==> config.mk <==
export PLATFORM = sky130hd
export DESIGN_NAME = debounce_edge_flat
export DESIGN_NICKNAME = d
export VERILOG_FILES = /design/src/rtl/debounce_edge_pkg.sv /design/src/rtl/debounce_edge_if.sv /design/src/rtl/debounce_edge_glitch_filter.sv /design/src/rtl/debounce_edge.sv /design/src/flat_wrapper.sv
export SDC_FILE = /design/constraint.sdc
export NUM_CORES = 1
export LEC_CHECK = 0
export ABC_AREA = 1
export CAP_MARGIN = 10
export CORE_ASPECT_RATIO = 2
export CORE_MARGIN = 8
export CORE_UTILIZATION = 29
export CTS_BUF_LIST = sky130_fd_sc_hd__clkbuf_8
export DETAILED_ROUTE_END_ITERATION = 8
export PLACE_DENSITY_LB_ADDON = 0.3
export SLEW_MARGIN = 10
export SYNTH_ARGS = -nofsm -noshare
export SYNTH_HDL_FRONTEND = slang
export SYNTH_SLANG_ARGS = --single-unit
==> constraint.sdc <==
create_clock -name clk -period 5.2 [get_ports clk]
set_clock_uncertainty 0.1 [all_clocks]
set_input_delay 1.56 -clock clk [delete_from_list [all_inputs] [get_ports clk]]
set_output_delay 1.56 -clock clk [all_outputs]
set_load 0.1 [all_outputs]
==> src/rtl/debounce_edge_pkg.sv <==
// Shared definitions for the discrete-input debounce channels: filter state
// encoding and the default filter/counter sizing.
package debounce_edge_pkg;

  typedef enum logic [1:0] {
    ST_HI      = 2'd0,
    ST_FILT_LO = 2'd1,
    ST_LO      = 2'd2,
    ST_FILT_HI = 2'd3
  } db_state_t;

  localparam int DB_CYCLES_DEF = 16;
  localparam int CNT_W_DEF     = 16;
  localparam int EVT_W_DEF     = 8;

  // Filter counter only has to reach DB_CYCLES-1, and DB_CYCLES tops out at 255.
  localparam int FILT_W = 8;

endpackage

==> src/rtl/debounce_edge_if.sv <==
// Bundle of the debounced-channel signals: synchronized input and clear
// towards the block, filtered level, strobes and measurements back out.
interface debounce_edge_if
  import debounce_edge_pkg::*;
#(
  parameter int CNT_W = CNT_W_DEF,
  parameter int EVT_W = EVT_W_DEF
);

  logic             sync_in;
  logic             clr;
  logic             level_out;
  logic             fall_pulse;
  logic             rise_pulse;
  logic [CNT_W-1:0] width_out;
  logic             width_vld;
  logic [EVT_W-1:0] evt_cnt;
  logic             evt_ovf;

  modport master (
    output sync_in, clr,
    input  level_out, fall_pulse, rise_pulse, width_out, width_vld, evt_cnt, evt_ovf
  );

  modport slave (
    input  sync_in, clr,
    output level_out, fall_pulse, rise_pulse, width_out, width_vld, evt_cnt, evt_ovf
  );

endinterface

==> src/rtl/debounce_edge_glitch_filter.sv <==
// Debounce state machine: a level change needs DB_CYCLES consecutive
// disagreeing samples; emits registered level/strobes plus same-edge event flags.
module debounce_edge_glitch_filter
  import debounce_edge_pkg::*;
#(
  parameter int DB_CYCLES = DB_CYCLES_DEF
) (
  input  logic clk,
  input  logic rst_n,
  input  logic sync_in,
  output logic level_out,
  output logic fall_pulse,
  output logic rise_pulse,
  output logic fall_evt,
  output logic rise_evt
);

  localparam logic [FILT_W-1:0] LAST = FILT_W'(DB_CYCLES - 1);

  db_state_t         state_reg, state_next;
  logic [FILT_W-1:0] cnt_reg, cnt_next;
  logic              level_next;

  always_ff @(posedge clk or negedge rst_n) begin
    if (!rst_n) begin
      state_reg  <= ST_HI;
      cnt_reg    <= '0;
      level_out  <= 1'b1;
      fall_pulse <= 1'b0;
      rise_pulse <= 1'b0;
    end else begin
      state_reg  <= state_next;
      cnt_reg    <= cnt_next;
      level_out  <= level_next;
      fall_pulse <= fall_evt;
      rise_pulse <= rise_evt;
    end
  end

  // fall_evt/rise_evt mark the edge at which the level flips, so the parent
  // can update its counters in the same cycle the strobes become visible.
  always_comb begin
    state_next = state_reg;
    cnt_next   = cnt_reg;
    level_next = level_out;
    fall_evt   = 1'b0;
    rise_evt   = 1'b0;
    case (state_reg)
      ST_HI: begin
        if (!sync_in) begin
          state_next = ST_FILT_LO;
          cnt_next   = FILT_W'(1);
        end
      end
      ST_FILT_LO: begin
        if (sync_in) begin
          state_next = ST_HI;
          cnt_next   = '0;
        end else if (cnt_reg == LAST) begin
          state_next = ST_LO;
          cnt_next   = '0;
          level_next = 1'b0;
          fall_evt   = 1'b1;
        end else begin
          cnt_next = cnt_reg + 1'b1;
        end
      end
      ST_LO: begin
        if (sync_in) begin
          state_next = ST_FILT_HI;
          cnt_next   = FILT_W'(1);
        end
      end
      ST_FILT_HI: begin
        if (!sync_in) begin
          state_next = ST_LO;
          cnt_next   = '0;
        end else if (cnt_reg == LAST) begin
          state_next = ST_HI;
          cnt_next   = '0;
          level_next = 1'b1;
          rise_evt   = 1'b1;
        end else begin
          cnt_next = cnt_reg + 1'b1;
        end
      end
      default: begin
        state_next = ST_HI;
        cnt_next   = '0;
        level_next = 1'b1;
      end
    endcase
  end

endmodule

==> src/rtl/debounce_edge.sv <==
// Debounced discrete input: glitch filter plus low-pulse width measurement
// and a wrapping falling-event counter with sticky overflow.
module debounce_edge
  import debounce_edge_pkg::*;
#(
  parameter int DB_CYCLES = DB_CYCLES_DEF,
  parameter int CNT_W     = CNT_W_DEF,
  parameter int EVT_W     = EVT_W_DEF
) (
  input logic            clk,
  input logic            rst_n,
  debounce_edge_if.slave bus
);

  logic             level;
  logic             fall_pulse;
  logic             rise_pulse;
  logic             fall_evt;
  logic             rise_evt;
  logic [CNT_W-1:0] width_cnt_reg;
  logic [CNT_W-1:0] width_out_reg;
  logic             width_vld_reg;
  logic [EVT_W-1:0] evt_cnt_reg;
  logic             evt_ovf_reg;

  debounce_edge_glitch_filter #(
    .DB_CYCLES (DB_CYCLES)
  ) u_filter (
    .clk        (clk),
    .rst_n      (rst_n),
    .sync_in    (bus.sync_in),
    .level_out  (level),
    .fall_pulse (fall_pulse),
    .rise_pulse (rise_pulse),
    .fall_evt   (fall_evt),
    .rise_evt   (rise_evt)
  );

  // Starts at 1 on the falling edge so the latched value equals the number
  // of cycles level_out spent low; clr deliberately leaves it running.
  always_ff @(posedge clk or negedge rst_n) begin
    if (!rst_n) begin
      width_cnt_reg <= '0;
    end else if (fall_evt) begin
      width_cnt_reg <= CNT_W'(1);
    end else if (!level && (width_cnt_reg != '1)) begin
      width_cnt_reg <= width_cnt_reg + 1'b1;
    end
  end

  always_ff @(posedge clk or negedge rst_n) begin
    if (!rst_n) begin
      width_out_reg <= '0;
      width_vld_reg <= 1'b0;
      evt_cnt_reg   <= '0;
      evt_ovf_reg   <= 1'b0;
    end else if (bus.clr) begin
      width_out_reg <= '0;
      width_vld_reg <= 1'b0;
      evt_cnt_reg   <= '0;
      evt_ovf_reg   <= 1'b0;
    end else begin
      width_vld_reg <= rise_evt;
      if (rise_evt) begin
        width_out_reg <= width_cnt_reg;
      end
      if (fall_evt) begin
        evt_cnt_reg <= evt_cnt_reg + 1'b1;
        if (evt_cnt_reg == '1) begin
          evt_ovf_reg <= 1'b1;
        end
      end
    end
  end

  assign bus.level_out  = level;
  assign bus.fall_pulse = fall_pulse;
  assign bus.rise_pulse = rise_pulse;
  assign bus.width_out  = width_out_reg;
  assign bus.width_vld  = width_vld_reg;
  assign bus.evt_cnt    = evt_cnt_reg;
  assign bus.evt_ovf    = evt_ovf_reg;

endmodule

==> src/flat_wrapper.sv <==
// flat-port wrapper written by rule: the top's interface ports become plain ports
module debounce_edge_flat import debounce_edge_pkg::*;
#(
  parameter int DB_CYCLES = DB_CYCLES_DEF,
  parameter int CNT_W     = CNT_W_DEF,
  parameter int EVT_W     = EVT_W_DEF
)
  (clk, rst_n, bus_sync_in, bus_clr, bus_level_out, bus_fall_pulse, bus_rise_pulse, bus_width_out, bus_width_vld, bus_evt_cnt, bus_evt_ovf);
  debounce_edge_if #(.CNT_W(CNT_W), .EVT_W(EVT_W)) bus_i ();
  input logic clk;
  input logic rst_n;
  input wire logic [$bits(bus_i.sync_in)-1:0] bus_sync_in;
  input wire logic [$bits(bus_i.clr)-1:0] bus_clr;
  output wire logic [$bits(bus_i.level_out)-1:0] bus_level_out;
  output wire logic [$bits(bus_i.fall_pulse)-1:0] bus_fall_pulse;
  output wire logic [$bits(bus_i.rise_pulse)-1:0] bus_rise_pulse;
  output wire logic [$bits(bus_i.width_out)-1:0] bus_width_out;
  output wire logic [$bits(bus_i.width_vld)-1:0] bus_width_vld;
  output wire logic [$bits(bus_i.evt_cnt)-1:0] bus_evt_cnt;
  output wire logic [$bits(bus_i.evt_ovf)-1:0] bus_evt_ovf;
  assign bus_i.sync_in = bus_sync_in;
  assign bus_i.clr = bus_clr;
  assign bus_level_out = bus_i.level_out;
  assign bus_fall_pulse = bus_i.fall_pulse;
  assign bus_rise_pulse = bus_i.rise_pulse;
  assign bus_width_out = bus_i.width_out;
  assign bus_width_vld = bus_i.width_vld;
  assign bus_evt_cnt = bus_i.evt_cnt;
  assign bus_evt_ovf = bus_i.evt_ovf;
  debounce_edge #(.DB_CYCLES(DB_CYCLES), .CNT_W(CNT_W), .EVT_W(EVT_W)) u_core (.clk(clk), .rst_n(rst_n), .bus(bus_i));
endmodule
==> results.toml, run 1 <==
[route]
drt_iter0_markers = 138
final_antenna_net_count = 0
wire_per_inst_um = 13.6
via_count = 2509
wirelength_um = 7250
dr.pass1.iters = 4
via_per_inst = 4.70
drc = 0

[worst_setup_path]
ff2ff_path_depth = 7
worstPathArrival_ns = 2.01
path_depth = 1
cp_slowest_cell = "clkdlybuf4s50_1"
critPathMaxStageDelay_ns = 1.13
crit_chain = "clkdlybuf4s50_1"
cp-start-kind = "register"
cp.required_ns = 3.54
worst-path-buf-inv = 1
criticalPathCategory = "register to primary output"
end_kind = "primary output"
cp_max_fo = 3
cp_top_family = "buffers and inverters"

[floorplan]
core_area_mm2 = 0.00970
die_area_mm2 = 0.0136
die_x_um = 86.5
io_pins = 33
die_h_um = 157
start_util = 0.297
fp-row-count = 51

[power_and_ir_drop]
seqPwrFrac = 0.538
p_comb_frac = 0.114
ir_worst_vdd_mv = 0.0984
p_sw_frac = 0.274
power_density_mw_per_mm2 = 247
p_int_mw = 0.615
power_switching_mw = 0.233
p_clk_frac = 0.348
leakage_nw = 1.62

[sta]
hold_ws_ns = 0.417
rsz0062_at_grt = "no"
clock.fmax_mhz = 272
tns_ns = 0
relSlewSlack = 0.347
slew_viol_final = 0
fin_crit_sh = 0.706
hold_viol_final = 0
worstMarginPinSlew_ns = 0.977
min_period_ns = 3.67
setup_violations = 0

[global_route]
grt_usage = 0.114
grt_pass1_vias = 2596
gr-total-overflow = 0
grt_max_degree = 30
antenna_found_initial = 0
grt_first_pass_wirelength_um = 12200

[logic_synthesis]
synth_edf_count = 0
yosysSeqAreaShare = 0.478
synth-seq-cells = 55
synthTopCellsByArea = "dfrtp_1 47%, nand2_1 14%, nand3_1 12%"
synth-async-reset-ratio = 1.00
synth_most_common_cell = "nand2_1"
synth_top_area_frac = 0.469
synthDistinctLibCells = 31
syn-cell-area_mm2 = 0.00288
synthesis.nets = 376
synth_flop_cell = "dfrtp_1"
synth_commonest_cells = "109 x nand2_1, 67 x nand3_1, 54 x dfrtp_1, 31 x inv_1, 30 x nor2_1"
syn_avg_cell_area_um2 = 7.81
yosys_warnings = 0
postSynthCellCount = 369
synth_top_cell_by_area = "dfrtp_1"

[min_path]
hold_path.class = "register to register"
whs_path_depth = 2

[cts]
cts.sinks = 55
clk_latency_ns = 0.32
h-tree-depth = 2
clkTransAtPathRegs_ns = 0.10
clockBufferDepth = 2
root_buffer = "clkbuf_8"
cts-resized-gates = 0
post-cts-setup-buffers = 0
cts_tree = "yes"
cts_hold_buf = 0
cts-buffers-inserted = 5

[placed_design]
gp_congestion = 0.867
dp_hpwl_um = 5490
port_buffers = 32

[outcome]
status = "complete, no violations"

[layout]
areaGrowthSynthToFinish_pct = 19.4
n_fill_cell = 1035
nets = 408
n_antenna_cell = 0
final_util = 0.354
drive_gt1_frac = 0.0697

[run]
max_cap_viol_count = 0
==> final cells by class <==
class,count,area [um2],share of cell area
Tap cell,132,165,0.0480
Clock inverter,3,46.3,0.0135
Inverter,36,135,0.0393
Clock buffer,5,68.8,0.0200
Timing Repair Buffer,33,323,0.0939
Multi-Input combinational cell,270,1320,0.385
Sequential cell,55,1380,0.401
==> per-stage QoR <==
step | cells | setup WS, ns | area [um2] | power (mW)
final | 534 | 1.53 | 3440 | 0.848
after detailed placement | 526 | 1.51 | 3320 | 0.563
after global placement | 526 | 1.55 | 3320 | 0.559
after global routing | 534 | 1.47 | 3440 | 0.889
after CTS | 534 | 1.52 | 3440 | 0.861
after floorplan | 369 | 2.57 | 2880 | 0.527
==> cell families after synthesis <==
group                      synth area share
buffers and inverters                0.0625
DFF                                   0.478
AOI/OAI and AO/OA                    0.0573
xor gates and xnor gates             0.0334
adders and majority gates            0.0130
and+or+nand+nor                       0.355
==> placed cells by master (no fill, tap or decap) <==
cell type	n
xnor2_1	4
nand3_2	1
nor2_1	30
inv_2	4
nand2_1	109
nand2_4	1
o22ai_1	2
bufinv_16	1
o21bai_1	2
a22o_1	1
nand2_2	4
inv_6	1
nor2_8	2
o21ai_2	1
inv_1	31
clkinv_1	1
buf_2	1
dfstp_2	1
clkinvlp_4	1
xor2_1	7
buf_4	1
nor2_2	2
clkbuf_8	5
a21oi_1	1
dfrtp_1	54
nor2_4	1
o21ai_0	13
nand3_1	67
nand4_1	8
ha_1	3
o21ai_1	10
or2_2	1
clkdlybuf4s50_1	31
==> worst register-to-register path: stages (launching register included) <==
cell     delay [ns]
dfrtp_1        0.48
ha_1           0.34
inv_1          0.08
nor2_2         0.24
nand2_2        0.14
o21ai_2        0.49
nand2_1        0.28
o21ai_1        0.20
==> worst paths after layout <==
kind | startpoint | to | slack (ns)
min in group asynchronous | rst_n | u_core.u_filter.cnt_reg[7]$_DFFE_PN0P_ | 1.14
min | u_core.bus.evt_ovf$_DFFE_PN0P_ | u_core.bus.evt_ovf$_DFFE_PN0P_ | 0.42
max | u_core.u_filter.level_out$_DFFE_PN1P_ | bus_level_out | 1.53
max in group asynchronous | rst_n | u_core.u_filter.level_out$_DFFE_PN1P_ | 2.99
min reg2reg | u_core.bus.evt_ovf$_DFFE_PN0P_ | u_core.bus.evt_ovf$_DFFE_PN0P_ | 0.42
max reg2reg | u_core.width_cnt_reg[0]$_DFFE_PN0P_ | u_core.width_cnt_reg[11]$_DFFE_PN0P_ | 2.79
==> per-layer routing <==
metal	vias to the layer above	share of wire	global-route usage
met5	-	0	0
met1	1189	0.36	0.102
met2	41	0.58	0.230
li1	1263	-	-
met3	16	0.030	0.0183
met4	0	0.029	0.0587
==> power by group through the flow <==
stage               combinational, mW  clock (mW)  sequential, mW
global route                    0.112       0.318           0.458
finish                         0.0967       0.295           0.456
floorplan                      0.0660           0           0.461
global placement               0.0947           0           0.464
CTS                            0.0990       0.306           0.456
detailed placement             0.0985           0           0.465
No activity file was read; power rests on OpenSTA's default activity.
==> run 2: changes to the inputs <==
==> constraint.sdc (replaced) <==
create_clock -name clk -period 2.96 [get_ports clk]
set_clock_uncertainty 0.1 [all_clocks]
set_input_delay 0.888 -clock clk [delete_from_list [all_inputs] [get_ports clk]]
set_output_delay 0.888 -clock clk [all_outputs]
set_load 0.1 [all_outputs]
==> results.toml, run 2 (same netlist as run 1, synthesis figures left out) <==
[outcome]
status = "complete, no violations"

[route]
drc = 0
wirelength_um = 7220
wire_per_inst_um = 13.5
final_antenna_net_count = 0
via_per_inst = 4.78
drt_iter0_markers = 156
dr.pass1.iters = 4
via_count = 2566

[min_path]
whs_path_depth = 2
min_from = "u_core.bus.evt_ovf$_DFFE_PN0P_"
hold_path.class = "register to register"
hold_end = "u_core.bus.evt_ovf$_DFFE_PN0P_"

[sta]
tns_ns = 0
fin_crit_sh = 0.741
clock.fmax_mhz = 456
min_period_ns = 2.19
hold_ws_ns = 0.398
relSlewSlack = 0.531
hold_viol_final = 0
slew_viol_final = 0
rsz0062_at_grt = "no"
setup_slack_ns = 0.767
setup_violations = 0
worstMarginPinSlew_ns = 0.703

[cts]
cts_hold_buf = 0
post-cts-setup-buffers = 0
h-tree-depth = 2
cts-resized-gates = 0
clockBufferDepth = 2
clkTransAtPathRegs_ns = 0.10
cts_tree = "yes"
root_buffer = "clkbuf_8"
clk_latency_ns = 0.32
cts-buffers-inserted = 5
cts.sinks = 55

[layout]
mostFrequentLayoutCell = "nand2_1"
nets = 411
n_antenna_cell = 0
design_area_mm2 = 0.00338
layout_common_cells = "109 x nand2_1, 67 x nand3_1, 54 x dfrtp_1"
areaGrowthSynthToFinish_pct = 17.4
drive_gt1_frac = 0.146

[global_route]
antenna_found_initial = 0
grt_first_pass_wirelength_um = 12400
grt_usage = 0.114
grt_pass1_vias = 2652
gr-total-overflow = 0
grt_max_degree = 30

[placed_design]
port_buffers = 32
placed_area_mm2 = 0.00329
gp_congestion = 0.908
dpl_worst_slack_ns = 0.400
dp_hpwl_um = 5600

[power_and_ir_drop]
ir_worst_vdd_mv = 0.235
leakage_nw = 1.69
power_density_mw_per_mm2 = 419

[floorplan]
core_area_mm2 = 0.00970
die_x_um = 86.5
fp-row-count = 51
start_util = 0.297
die_h_um = 157
io_pins = 33
die_area_mm2 = 0.0136

[worst_setup_path]
timing.rr.end = "u_core.width_cnt_reg[12]$_DFFE_PN0P_"
cp.required_ns = 3.11
critPathMaxStageDelay_ns = 0.48
cp_top_family = "buffers and inverters"
ff2ff_path_depth = 8
cp_slowest_cell = "clkdlybuf4s50_1"
cp_max_fo = 15
worst-path-buf-inv = 3
worstPathArrival_ns = 2.35
cp-start-kind = "primary input"
crit_chain = "clkdlybuf4s50_1 > inv_1 > nand2_1 > nor2_1 > nand2_2 > nand2_2 > inv_2 > nand2_1 > o21ai_1"
criticalPathCategory = "primary input to register"
end_kind = "register"
r2r-start = "u_core.width_cnt_reg[0]$_DFFE_PN0P_"
ff2ff_setup_slack_ns = 0.83

[run]
max_cap_viol_count = 0
## run 2: metal layers
| metal | track usage | up-vias | share of wire |
|---|---|---|---|
| met3 | 0.0178 | 16 | 0.030 |
| met1 | 0.104 | 1236 | 0.36 |
| li1 | - | 1270 | - |
| met5 | 0 | - | 0 |
| met2 | 0.225 | 44 | 0.58 |
| met4 | 0.0645 | 0 | 0.033 |
## run 2: worst max-delay path by stage
stage,from,endpoint,slack (ns),cells after the start
2_1_floorplan,u_core.bus.evt_cnt[0]$_DFFE_PN0P_,u_core.bus.evt_cnt[6]$_DFFE_PN0P_,0.98,7
3_3_place_gp,bus_clr,u_core.bus.evt_ovf$_DFFE_PN0P_,0.41,6
3_5_place_dp,bus_sync_in,register,0.40,9
4_1_cts,bus_sync_in,register,0.75,9
5_1_grt,bus_sync_in,register,0.58,9
6_report,bus_sync_in,u_core.bus.evt_cnt[2]$_DFFE_PN0P_,0.77,9
## run 2: area by class of cell
class / count / area (um2)
Clock buffer: 6 / 82.6
Clock inverter: 2 / 12.5
Fill cell: 1051 / 6320
Inverter: 36 / 135
Multi-Input combinational cell: 270 / 1320
Sequential cell: 55 / 1380
Tap cell: 132 / 165
Timing Repair Buffer: 36 / 285
## run 2: tightest hold or removal path, delay by kind of cell, from the launching register on
kind             cells  cell delay, ns
and+or+nand+nor      2            0.11
DFF                  1            0.37
## run 2: power by group
group	internal [mW]	leakage [nW]	switching [mW]
Combinational	0.0494	0.885	0.120
Sequential	0.779	0.754	0.0233
Clock	0.189	0.0526	0.257
## run 2: through the flow
stage,util,cells,total power [mW]
final,0.349,537,1.42
after global routing,0.349,537,1.49
after CTS,0.349,537,1.44
after detailed placement,0.339,529,0.989
after global placement,0.339,529,0.988
after floorplan,-,369,0.925
